===== src/rtl/spike_shift_pkg.sv =====
// Shared shift-code helpers for the spike shift pipeline: code width, signed shift type, code decode.
package spike_shift_pkg;

  typedef logic signed [7:0] shift_t;

  function automatic int shift_code_w(input int mag);
    return $clog2(2 * mag + 1);
  endfunction

  // Offset-binary code: code == mag means no shift.
  function automatic shift_t code_to_shift(input int code, input int mag);
    return shift_t'(code - mag);
  endfunction

endpackage


===== src/rtl/spike_shift_core.sv =====
// Combinational single-channel spike shift from a one-hot shift select; an all-zero select marks an illegal code.
module spike_shift_core
  import spike_shift_pkg::*;
#(
  parameter int LEN = 8,
  parameter int MAX_SHIFT_MAG = 2,
  localparam int NS = 2 * MAX_SHIFT_MAG + 1
) (
  input  logic [NS-1:0]  shift_oh,
  input  logic           wrap,
  input  logic [LEN-1:0] spikes_in,
  output logic [LEN-1:0] spikes_out,
  output logic           drop,
  output logic           err
);

  localparam int IW = (LEN > 1) ? $clog2(LEN) : 1;

  int            dst;
  logic [IW-1:0] idx;

  // Each input bit is scattered to its destination; bits landing outside the window are drops.
  always_comb begin
    spikes_out = '0;
    drop       = 1'b0;
    dst        = 0;
    idx        = '0;
    for (int k = 0; k < NS; k++) begin
      if (shift_oh[k]) begin
        for (int i = 0; i < LEN; i++) begin
          dst = i + int'(code_to_shift(k, MAX_SHIFT_MAG));
          if (wrap) dst = ((dst % LEN) + LEN) % LEN;
          idx = IW'(dst);
          if (dst >= 0 && dst < LEN) spikes_out[idx] = spikes_out[idx] | spikes_in[i];
          else                       drop = drop | spikes_in[i];
        end
      end
    end
  end

  assign err = ~|shift_oh;

endmodule


===== src/rtl/spike_shift_pipe.sv =====
// Two-stage valid/ready pipe shifting NCH spike windows; latency 2, one beat per cycle, stalls hold output.
// Defining SPIKE_SHIFT_DROP_CNT_EN adds a saturating 16-bit drop_cnt of dropped spike bits.
module spike_shift_pipe
  import spike_shift_pkg::*;
#(
  parameter int LEN = 8,
  parameter int NCH = 4,
  parameter int MAX_SHIFT_MAG = 2,
  localparam int SW = shift_code_w(MAX_SHIFT_MAG)
) (
  input  logic               clk,
  input  logic               rst,
  input  logic               in_valid,
  output logic               in_ready,
  input  logic [NCH*LEN-1:0] in_spikes,
  input  logic [NCH*SW-1:0]  in_shift,
  input  logic               in_wrap,
  output logic               out_valid,
  input  logic               out_ready,
  output logic [NCH*LEN-1:0] out_spikes,
  output logic [NCH-1:0]     out_drop,
  output logic [NCH-1:0]     out_err
`ifdef SPIKE_SHIFT_DROP_CNT_EN
  ,
  output logic [15:0]        drop_cnt
`endif
);

  localparam int NS = 2 * MAX_SHIFT_MAG + 1;

  logic               s1_valid_q, s1_valid_d;
  logic [NCH*LEN-1:0] s1_spikes_q, s1_spikes_d;
  logic [NCH*NS-1:0]  s1_oh_q, s1_oh_d;
  logic               s1_wrap_q, s1_wrap_d;
  logic               s2_valid_q, s2_valid_d;
  logic [NCH*LEN-1:0] s2_spikes_q, s2_spikes_d;
  logic [NCH-1:0]     s2_drop_q, s2_drop_d;
  logic [NCH-1:0]     s2_err_q, s2_err_d;

  logic [NCH*NS-1:0]  in_oh;
  logic [NCH*LEN-1:0] core_spikes;
  logic [NCH-1:0]     core_drop;
  logic [NCH-1:0]     core_err;
  logic               s2_load, s1_advance, in_fire;

  assign s2_load    = !s2_valid_q || out_ready;
  assign s1_advance = s1_valid_q && s2_load;
  assign in_ready   = !s1_valid_q || s1_advance;
  assign in_fire    = in_valid && in_ready;

  // Codes above 2*MAX_SHIFT_MAG decode to an all-zero select.
  always_comb begin
    in_oh = '0;
    for (int c = 0; c < NCH; c++)
      for (int k = 0; k < NS; k++)
        in_oh[c*NS+k] = (in_shift[c*SW +: SW] == SW'(k));
  end

  for (genvar c = 0; c < NCH; c++) begin : g_ch
    spike_shift_core #(
      .LEN          (LEN),
      .MAX_SHIFT_MAG(MAX_SHIFT_MAG)
    ) u_core (
      .shift_oh  (s1_oh_q[c*NS +: NS]),
      .wrap      (s1_wrap_q),
      .spikes_in (s1_spikes_q[c*LEN +: LEN]),
      .spikes_out(core_spikes[c*LEN +: LEN]),
      .drop      (core_drop[c]),
      .err       (core_err[c])
    );
  end

  always_comb begin
    s1_valid_d  = in_ready ? in_valid : s1_valid_q;
    s1_spikes_d = s1_spikes_q;
    s1_oh_d     = s1_oh_q;
    s1_wrap_d   = s1_wrap_q;
    if (in_fire) begin
      s1_spikes_d = in_spikes;
      s1_oh_d     = in_oh;
      s1_wrap_d   = in_wrap;
    end
    s2_valid_d  = s2_load ? s1_valid_q : s2_valid_q;
    s2_spikes_d = s2_spikes_q;
    s2_drop_d   = s2_drop_q;
    s2_err_d    = s2_err_q;
    if (s1_advance) begin
      s2_spikes_d = core_spikes;
      s2_drop_d   = core_drop;
      s2_err_d    = core_err;
    end
  end

  always_ff @(posedge clk) begin
    if (rst) begin
      s1_valid_q  <= 1'b0;
      s1_spikes_q <= '0;
      s1_oh_q     <= '0;
      s1_wrap_q   <= 1'b0;
      s2_valid_q  <= 1'b0;
      s2_spikes_q <= '0;
      s2_drop_q   <= '0;
      s2_err_q    <= '0;
    end else begin
      s1_valid_q  <= s1_valid_d;
      s1_spikes_q <= s1_spikes_d;
      s1_oh_q     <= s1_oh_d;
      s1_wrap_q   <= s1_wrap_d;
      s2_valid_q  <= s2_valid_d;
      s2_spikes_q <= s2_spikes_d;
      s2_drop_q   <= s2_drop_d;
      s2_err_q    <= s2_err_d;
    end
  end

  assign out_valid  = s2_valid_q;
  assign out_spikes = s2_spikes_q;
  assign out_drop   = s2_drop_q;
  assign out_err    = s2_err_q;

`ifdef SPIKE_SHIFT_DROP_CNT_EN
  logic [15:0] s2_dbits_q, s2_dbits_d;
  logic [15:0] drop_cnt_q, drop_cnt_d;
  logic [15:0] core_dbits;
  logic [16:0] cnt_sum;

  // A truncating shift is injective, so lost bits = input popcount minus output popcount.
  always_comb begin
    core_dbits = '0;
    for (int c = 0; c < NCH; c++)
      if (core_drop[c])
        core_dbits = core_dbits + 16'($countones(s1_spikes_q[c*LEN +: LEN])
                                    - $countones(core_spikes[c*LEN +: LEN]));
    s2_dbits_d = s1_advance ? core_dbits : s2_dbits_q;
    cnt_sum    = {1'b0, drop_cnt_q} + {1'b0, s2_dbits_q};
    drop_cnt_d = drop_cnt_q;
    if (s2_valid_q && out_ready) drop_cnt_d = cnt_sum[16] ? 16'hFFFF : cnt_sum[15:0];
  end

  always_ff @(posedge clk) begin
    if (rst) begin
      s2_dbits_q <= '0;
      drop_cnt_q <= '0;
    end else begin
      s2_dbits_q <= s2_dbits_d;
      drop_cnt_q <= drop_cnt_d;
    end
  end

  assign drop_cnt = drop_cnt_q;
`endif

endmodule


===== config.mk =====
export PLATFORM = sky130hd
export DESIGN_NAME = spike_shift_pipe
export DESIGN_NICKNAME = d
export VERILOG_FILES = /design/src/rtl/spike_shift_pkg.sv /design/src/rtl/spike_shift_core.sv /design/src/rtl/spike_shift_pipe.sv
export SDC_FILE = /design/constraint.sdc
export NUM_CORES = 1
export LEC_CHECK = 0
export CORE_MARGIN = 8
export CORE_UTILIZATION = 53
export CTS_BUF_LIST = sky130_fd_sc_hd__clkbuf_8
export DETAILED_ROUTE_END_ITERATION = 12
export PLACE_DENSITY_LB_ADDON = 0.3
export SYNTH_ARGS = -nofsm -noshare
export SYNTH_HDL_FRONTEND = slang
export SYNTH_SLANG_ARGS = --single-unit

===== constraint.sdc =====
create_clock -name clk -period 1.4 [get_ports clk]
set_input_delay 0.21 -clock clk [delete_from_list [all_inputs] [get_ports clk]]
set_output_delay 0.21 -clock clk [all_outputs]
set_load 0.005 [all_outputs]

# ---- After elaboration in Yosys (flattened, before gate mapping)
# Memories as Yosys holds them, arrays and structs flattened.
# Index checks and enable logic that the tools add are counted.
dict set report classes {
  order_cmp 640
  eq_ne 16
  muxes 1596
  bitwise 320
  reduce_logical 338
}
# cell count
set op_table {}
lappend op_table {{$mux 32} 162}
lappend op_table {{$ge 32x1->1 const B} 160}
lappend op_table {{$lt 32x5->1 const B} 160}
lappend op_table {{$mux 8} 320}
lappend op_table {{$bwmux 8} 156}
lappend op_table {{$lt 3x4->1 const B} 160}
lappend op_table {{$mux 1} 640}
lappend op_table {{$demux 1 s3} 160}
lappend op_table {{$ge 3x1->1 const B} 160}
lappend op_table {{$bmux 1 s3} 156}
lappend op_table {{$logic_and 1x1->1} 322}
lappend op_table {{$or 1x1->1} 316}
lappend op_table {{$and 8x8->8} 4}
lappend op_table {{$eq 3x2->1 const B} 8}
lappend op_table {{$reduce_or 5->1} 4}
lappend op_table {{$eq 3x1->1 const B} 4}
lappend op_table {{$eq 3x3->1 const B} 4}
lappend op_table {{$logic_not 3->1} 4}
lappend op_table {{$mux 4} 2}
lappend op_table {{$logic_not 1->1} 6}
lappend op_table {{$logic_or 1x1->1} 2}
dict set report totals {
  ff_bits 95
  romBits 32
  inputBits 49
  out_inout_bits 42
  wordCells 2922
  memories 4
}
# name depth word_bits read_ports rd_ports_with_merged_regs write_ports line
set memory_table {}
lappend memory_table {{(name not given)} 8 1 1 0 0 spike_shift_core.sv:34} ;# if (dst >= 0 && dst < LEN) spikes_out[idx] = spikes_out[idx] | spikes_in[i];
lappend memory_table {{(name not given)} 8 1 1 0 0 spike_shift_core.sv:34}
lappend memory_table {{(name not given)} 8 1 1 0 0 spike_shift_core.sv:34}
lappend memory_table {{(name not given)} 8 1 1 0 0 spike_shift_core.sv:34}

# ---- Logic depth before layout (Yosys ltp)
dict set report depth {
  ltp_word 243
  ltp_mapped 6
  depth_no_buf 4
}

# ---- Modules after synthesis
# Synthesis repeated with hierarchy kept, for this count alone.
dict set report unflattened {
  cells_unflattened 598
  hier_area_um2 4763.3
}
# module instances cells_each area_per_inst_um2 seq_area_each_um2
set by_module_without_submodules {}
lappend by_module_without_submodules {spike_shift_pipe 1 445 3711.1 1901.8}
lappend by_module_without_submodules {{spike_shift_core at g_ch[1].u_core ...} 3 38 266.5 0.0}
lappend by_module_without_submodules {{spike_shift_core at g_ch[0].u_core} 1 39 252.7 0.0}

# ---- Least setup slack after synthesis
# Ideal clock, no wire load.
dict set report synth_path {
  path_kind {reg-to-reg}
  startpoint {register s2_valid_q, in the netlist out_valid}
  endpoint {register s1_spikes_q[16]}
  arrival_ps 967
  slack_ps 301
  path_stages_with_launch 7
  n_path_buf 2
  period_less_slack_ps 1099
  path_cell_list {dfxtp_1 > and3b_1 > buf_6 > inv_6 > buf_4 > nand3_1 > a21oi_1}
}
dict set report synth_via {
  elab_chain_cells 5
}
# element line
set synth_rtl {}
lappend synth_rtl {{start: declaration} spike_shift_pipe.sv:35} ;# logic s2_valid_q, s2_valid_d;
lappend synth_rtl {{start signal: assignment} spike_shift_pipe.sv:109} ;# s2_valid_q <= s2_valid_d;
lappend synth_rtl {{$logic_not 1->1} spike_shift_pipe.sv:46} ;# assign s2_load = !s2_valid_q || out_ready;
lappend synth_rtl {{$logic_or 1x1->1} spike_shift_pipe.sv:46}
lappend synth_rtl {{$logic_and 1x1->1} spike_shift_pipe.sv:47} ;# assign s1_advance = s1_valid_q && s2_load;
lappend synth_rtl {{$logic_or 1x1->1} spike_shift_pipe.sv:48} ;# assign in_ready = !s1_valid_q || s1_advance;
lappend synth_rtl {{named net in_ready} spike_shift_pipe.sv:14} ;# output logic in_ready,
lappend synth_rtl {{$logic_and 1x1->1} spike_shift_pipe.sv:49} ;# assign in_fire = in_valid && in_ready;
lappend synth_rtl {{end signal: assignment} spike_shift_pipe.sv:106} ;# s1_spikes_q <= s1_spikes_d;
lappend synth_rtl {{end: declaration} spike_shift_pipe.sv:32} ;# logic [NCH*LEN-1:0] s1_spikes_q, s1_spikes_d;
# The timed path passes the listed nets, and every way through them passes these cells.
# A chain may end at the register's enable or synchronous reset.

# ---- Worst setup path in the final report
dict set report layout_path {
  startpoint {register s1_valid_q}
  endpoint {register s2_spikes_q[10], in the netlist out_spikes[10]}
}
dict set report layout_via {
  elab_chain_cells 1
}
# element line
set layout_rtl {}
lappend layout_rtl {{start: declaration} spike_shift_pipe.sv:31} ;# logic s1_valid_q, s1_valid_d;
lappend layout_rtl {{start signal: assignment} spike_shift_pipe.sv:105} ;# s1_valid_q <= s1_valid_d;
lappend layout_rtl {{$logic_and 1x1->1} spike_shift_pipe.sv:47}
lappend layout_rtl {{end signal: assignment} spike_shift_pipe.sv:110} ;# s2_spikes_q <= s2_spikes_d;
lappend layout_rtl {{end: declaration} spike_shift_pipe.sv:36} ;# logic [NCH*LEN-1:0] s2_spikes_q, s2_spikes_d;
# Every way passes these cells.

==> metrics <==
outcome complete, no violations; Netlist cell types 32; Worst Hold Endpoint out_drop[0]; worst path arrival time ~1.5 ns; CTS sink count 95; pre-CTS WS -0.347 ns; Detail Route Antenna Nets 0; area delta synth->final 26.3%; switching pwr roughly 0.0015 W; crit end category register; clk_lat worst skew between 0.3 and 0.4 ns; Worst Path Buf+Inv 3; clock root cell clkbuf_8; area leader, netlist dfxtp_1; Max IR drop VDD about 670 uV; GP Congestion between 0.8 and 0.9; Setup Viol. Count Final 0; Post-Syn Area ~4500 um2; slowest CP cell dfxtp_2; Commonest cells post-synth 99 x a21oi_1, 95 x dfxtp_1, 42 x nand3_1; sw frac 0.251; routed len/inst around 19 um; most frequent cell after synthesis a21oi_1; CTS tree done; register area share after synthesis 0.419; Post-synth top flop dfxtp_1; first-pass GRT wire length around 22,000 um; type of the worst setup path register to register; share of the synthesized area in the top cell type 0.419; Max Cap Viol 0; hold crit path type primary input to register; fmax approximately 750 MHz; Pins Over Slew Limit 0; # port buffers 90; initial antenna violation count 0; power density over the cells roughly 1000 nW/um2; worst-margin pin slew between 0.4 and 0.5 ns; total congestion overflow 0; Max H-tree Level 3; syn avg cell area approximately 8.5 um2; largest net degree at the start of global routing 70; DRT Wirelength about 14,000 um; Post-synth ARST share 0; Hold Path Depth 3; final-stage net count 638; deepest clock path buffer count 2; min Tclk post-route 1.33 ns; Final Hold Fails 0; Comb power frac 0.130; top cell family by delay on the critical path buffers and inverters; P_int approximately 0.0045 W; final worst slack 0.0743 ns; via count 4,721; Worst R2R Start s1_valid_q; Setup crit start kind register; Crit path required time about 1.6 ns; drt pass-1 iters 9; Core ar. between 8000 and 9000 um2; Slew headroom 0.730; placed instance count between 600 and 700; end of the worst register-to-register path out_spikes[10]; DR DRC count 0; Cell Rows 33; Starting Density 0.550; IO Pins 91; share of layout cells above drive strength 1 0.109; Clk pin slew, worst setup/hold paths ~0.090 ns; drt initial violations around 450; critical path, cell by cell buf_12 > clkinvlp_4 > nor2_4 > buf_6 > a311oi_1; R2R cell count 5; Filler Cell Count 665; CTS Buf Count 9; FF/Latch Area 1920 um2; TNS Setup 0 ns; Hold Buf Count CTS 0; DIE AREA around 12,000 um2; Die Y 109 um; Clock Skew between 0.007 and 0.008 ns; number of vias per cell 6.75; hold wc startpoint rst; Synth area leaders dfxtp_1 42%, a21oi_1 11%, a311oi_1 6.2%; RSZ-0062 raised after global routing false; register share of total power 0.507; number of global-route vias before repair ~4,400; Tot GR Track Use 0.226; Clock Power Share 0.363; EDFF count, synth 0; post-route clock period utilization 0.947; multi-input logic area 2280 um2; Synthesis Warnings 0; CP max FO 20; Syn Nets just under 600; final std cells w/o fill 699; R2R setup slack between 0.07 and 0.08 ns; cell count after synthesis between 500 and 600; die extent in x between 100 and 150 um; FF+latch count, synth between 90 and 100; number of diodes 0; DP HPWL around 8800 um; Leakage ~2.0 nW; CP max stage delay between 0.3 and 0.4 ns
==> power by group through the flow <==
stage	Sequential (W)	Clock [W]	Combinational (W)
2_1_floorplan	0.00300	0	0.000434
3_3_place_gp	0.00307	0	0.000768
3_5_place_dp	0.00307	0	0.000786
4_1_cts	0.00301	0.00218	0.000750
5_1_grt	0.00305	0.00232	0.000844
6_report	0.00302	0.00217	0.000775
==> flip-flops by register name, indices dropped and copies added, names as in the netlist <==
register	count
out_drop	4
s1_wrap_q	1
out_valid	1
s1_oh_q	20
s1_valid_q	1
out_spikes	32
out_err	4
s1_spikes_q	32
==> through the flow <==
| step | util | cell area [um2] | hold slack [ns] | total power [W] |
|---|---|---|---|---|
| final | 0.694 | 5730 | 0.304 | 0.00597 |
| after global routing | 0.694 | 5730 | 0.319 | 0.00621 |
| after CTS | 0.686 | 5660 | 0.302 | 0.00594 |
| after detailed placement | 0.659 | 5440 | 0.481 | 0.00386 |
| after global placement | 0.659 | 5440 | 0.473 | 0.00383 |
| after floorplan | - | 4540 | 0.358 | 0.00343 |
==> layout by cell type, fill, tap and decap left out, types with 8 or more instances in the layout <==
cell	synthesis	final
a21oi_1	99	98
a221oi_1	8	8
a222oi_1	24	24
a22o_1	16	16
a22oi_1	16	16
a311oi_1	32	31
buf_4	6	12
clkbuf_8	0	10
clkdlybuf4s50_1	0	45
dfxtp_1	95	81
dfxtp_2	0	14
dlygate4sd2_1	0	40
nand2_1	9	9
nand3_1	42	42
nand4_1	15	15
nand4b_1	8	8
nor2_1	18	18
o21ai_0	21	18
o21ai_1	36	39
==> worst min-delay path: stages <==
cell	delay (ns)
buf_2	0.14
inv_1	0.11
a32o_1	0.16
==> per-layer routing <==
metal,routed length (um),up-vias,part of all wire,global-route usage
met3,1340,24,0.099,0.0428
met1,5190,2193,0.38,0.279
met4,289,0,0.021,0.0870
li1,-,2216,-,-
met2,6750,288,0.50,0.381
met5,0,-,0,0
==> final cells by class <==
| class | instances | area share |
|---|---|---|
| clock buffers | 10 | 0.0240 |
| clock inverters | 6 | 0.0188 |
| inverters | 4 | 0.00415 |
| multi-input cells | 366 | 0.398 |
| flip-flops and latches | 95 | 0.335 |
| well taps | 105 | 0.0229 |
| repair buffers | 113 | 0.197 |
==> worst max-delay path by stage <==
| stage | from | end | slack (ns) | cells after the start |
|---|---|---|---|---|
| 6_report | s1_valid_q | out_spikes[10] | 0.07 | 5 |
| 5_1_grt | out_valid | out_spikes[12] | 0.02 | 5 |
| 4_1_cts | s1_valid_q | in_ready | -0.005 | 3 |
| 3_5_place_dp | out_ready | in_ready | -0.35 | 4 |
| 3_3_place_gp | out_ready | in_ready | -0.35 | 4 |
| 2_1_floorplan | out_valid | s1_spikes_q[16] | 0.30 | 6 |
==> cell families after synthesis <==
group,count (synthesis),synth area share
flops,95,0.419
simple gates,106,0.125
buf+inv,76,0.0821
compound gates,260,0.374
==> what timing repair did <==
action	in CTS	in global routing
buffers inserted	0	1
pin swaps	0	1
gates cloned	0	1
resized for setup	58	16
endpoints found under the setup margin	49	26
Power figures use the tool's default switching activity.
==> edit: new RTL, same flow settings <==
Add a define of `SPIKE_SHIFT_DROP_CNT_EN`.
--- a/src/rtl/spike_shift_pipe.sv
+++ b/src/rtl/spike_shift_pipe.sv
@@ -2,2 +2,4 @@
 // Defining SPIKE_SHIFT_DROP_CNT_EN adds a saturating 16-bit drop_cnt of dropped spike bits.
+`define SPIKE_SHIFT_DROP_CNT_EN
+
 module spike_shift_pipe
New outputs: drop_cnt. Function: not settled (the Yosys comparison gave no result); the edit may change what the design does.
==> edit against the unedited design <==
Area after synthesis up 120%. The flow now stops in 5_1_grt.
==> edit: results (changes against the unedited design) <==
- Fail Step: 5_1_grt
- Post-synthesis sequential area ratio: 0.260 (-0.159)
- Sinks on Clock Net: 127 (+34%)
- Worst EP Category: sequential cell input
- Distinct cells, synth: 64 (+100%)
- Result of the run: stopped before the end
- GR Util All Layers: 0.861
- Instance count after placement with tap cells included: 1809 (+170%)
- Final GP Congestion: 0.928 (+8.9%)
- Deepest level of the CTS H-tree: 4 (+1)
- Count of warnings emitted by yosys: 0 (unchanged)
- Maximum number of pins on one net before global-route repair: 37
- Total congestion overflow after global routing: 859
- Most area-consuming cells after synthesis: sky130_fd_sc_hd__dfxtp_1 26%, sky130_fd_sc_hd__fa_1 11%, sky130_fd_sc_hd__ha_1 9.0%
- Clock buffer depth: 2 (unchanged)
- Crit. endpoint post-GRT repair: s2_dbits_q[15]$_SDFFE_PP0P_/D
- Commonest cells post-synth: 150 x sky130_fd_sc_hd__nand2_1, 132 x sky130_fd_sc_hd__nor2_1, 127 x sky130_fd_sc_hd__dfxtp_1, 104 x sky130_fd_sc_hd__a21oi_1, 83 x sky130_fd_sc_hd__inv_1
- Worst slack at placement: -7430 ps (-7090 ps)
- Sum of net half-perimeters after detailed placement: 23.6 mm (+170%)
- Number of buffers created by CTS: 17 (+8)
- First error: [ERROR GRT-0232] Routing congestion too high. Check the congestion heatmap in the GUI.
- Clk Tree Root Cell: sky130_fd_sc_hd__clkbuf_8
- Number of buffers added on ports: 106 (+18%)
- Synthesized net count: 1393 (+140%)
- Fraction of registers with async set/reset: 0 (unchanged)
- Mean area per synthesized cell: 7.99 um^2 (-5.5%)
edit: cell types whose count changed after synthesis, sizes merged, moves of 32 or more:
cell,change
clkbuf,+38
a211oi,+52
dfxtp,+32
ha,+70
inv,+79
nand2,+143
fa,+52
nor2,+115
edit: what timing repair did:
action | CTS
setup buffers | 62
endpoints found under the setup margin | 142
gates resized for setup | 338
pin swaps | 94
cloned | 15
edit: cells by family after synthesis:
logic type / count (synthesis) / synth area share
buffers and inverters: 166 / 0.0674
adder cells (fa/ha/maj): 122 / 0.196
flip-flops: 127 / 0.260
multiplexers: 10 / 0.0110
AO/OA/AOI/OAI: 360 / 0.250
XOR/XNOR: 42 / 0.0377
AND/OR/NAND/NOR: 395 / 0.177
edit: layer usage:
metal,global-route usage,GRT overflow
met5,0.302,0
met4,0.983,242
met3,0.717,10
met2,1.06,591
met1,0.789,16
edit: stage by stage:
step,area (um^2),TNS (ps)
4_1_cts,15800,-124050
3_5_place_dp,13700,-149710
3_3_place_gp,13700,-142250
2_1_floorplan,10100,-107190
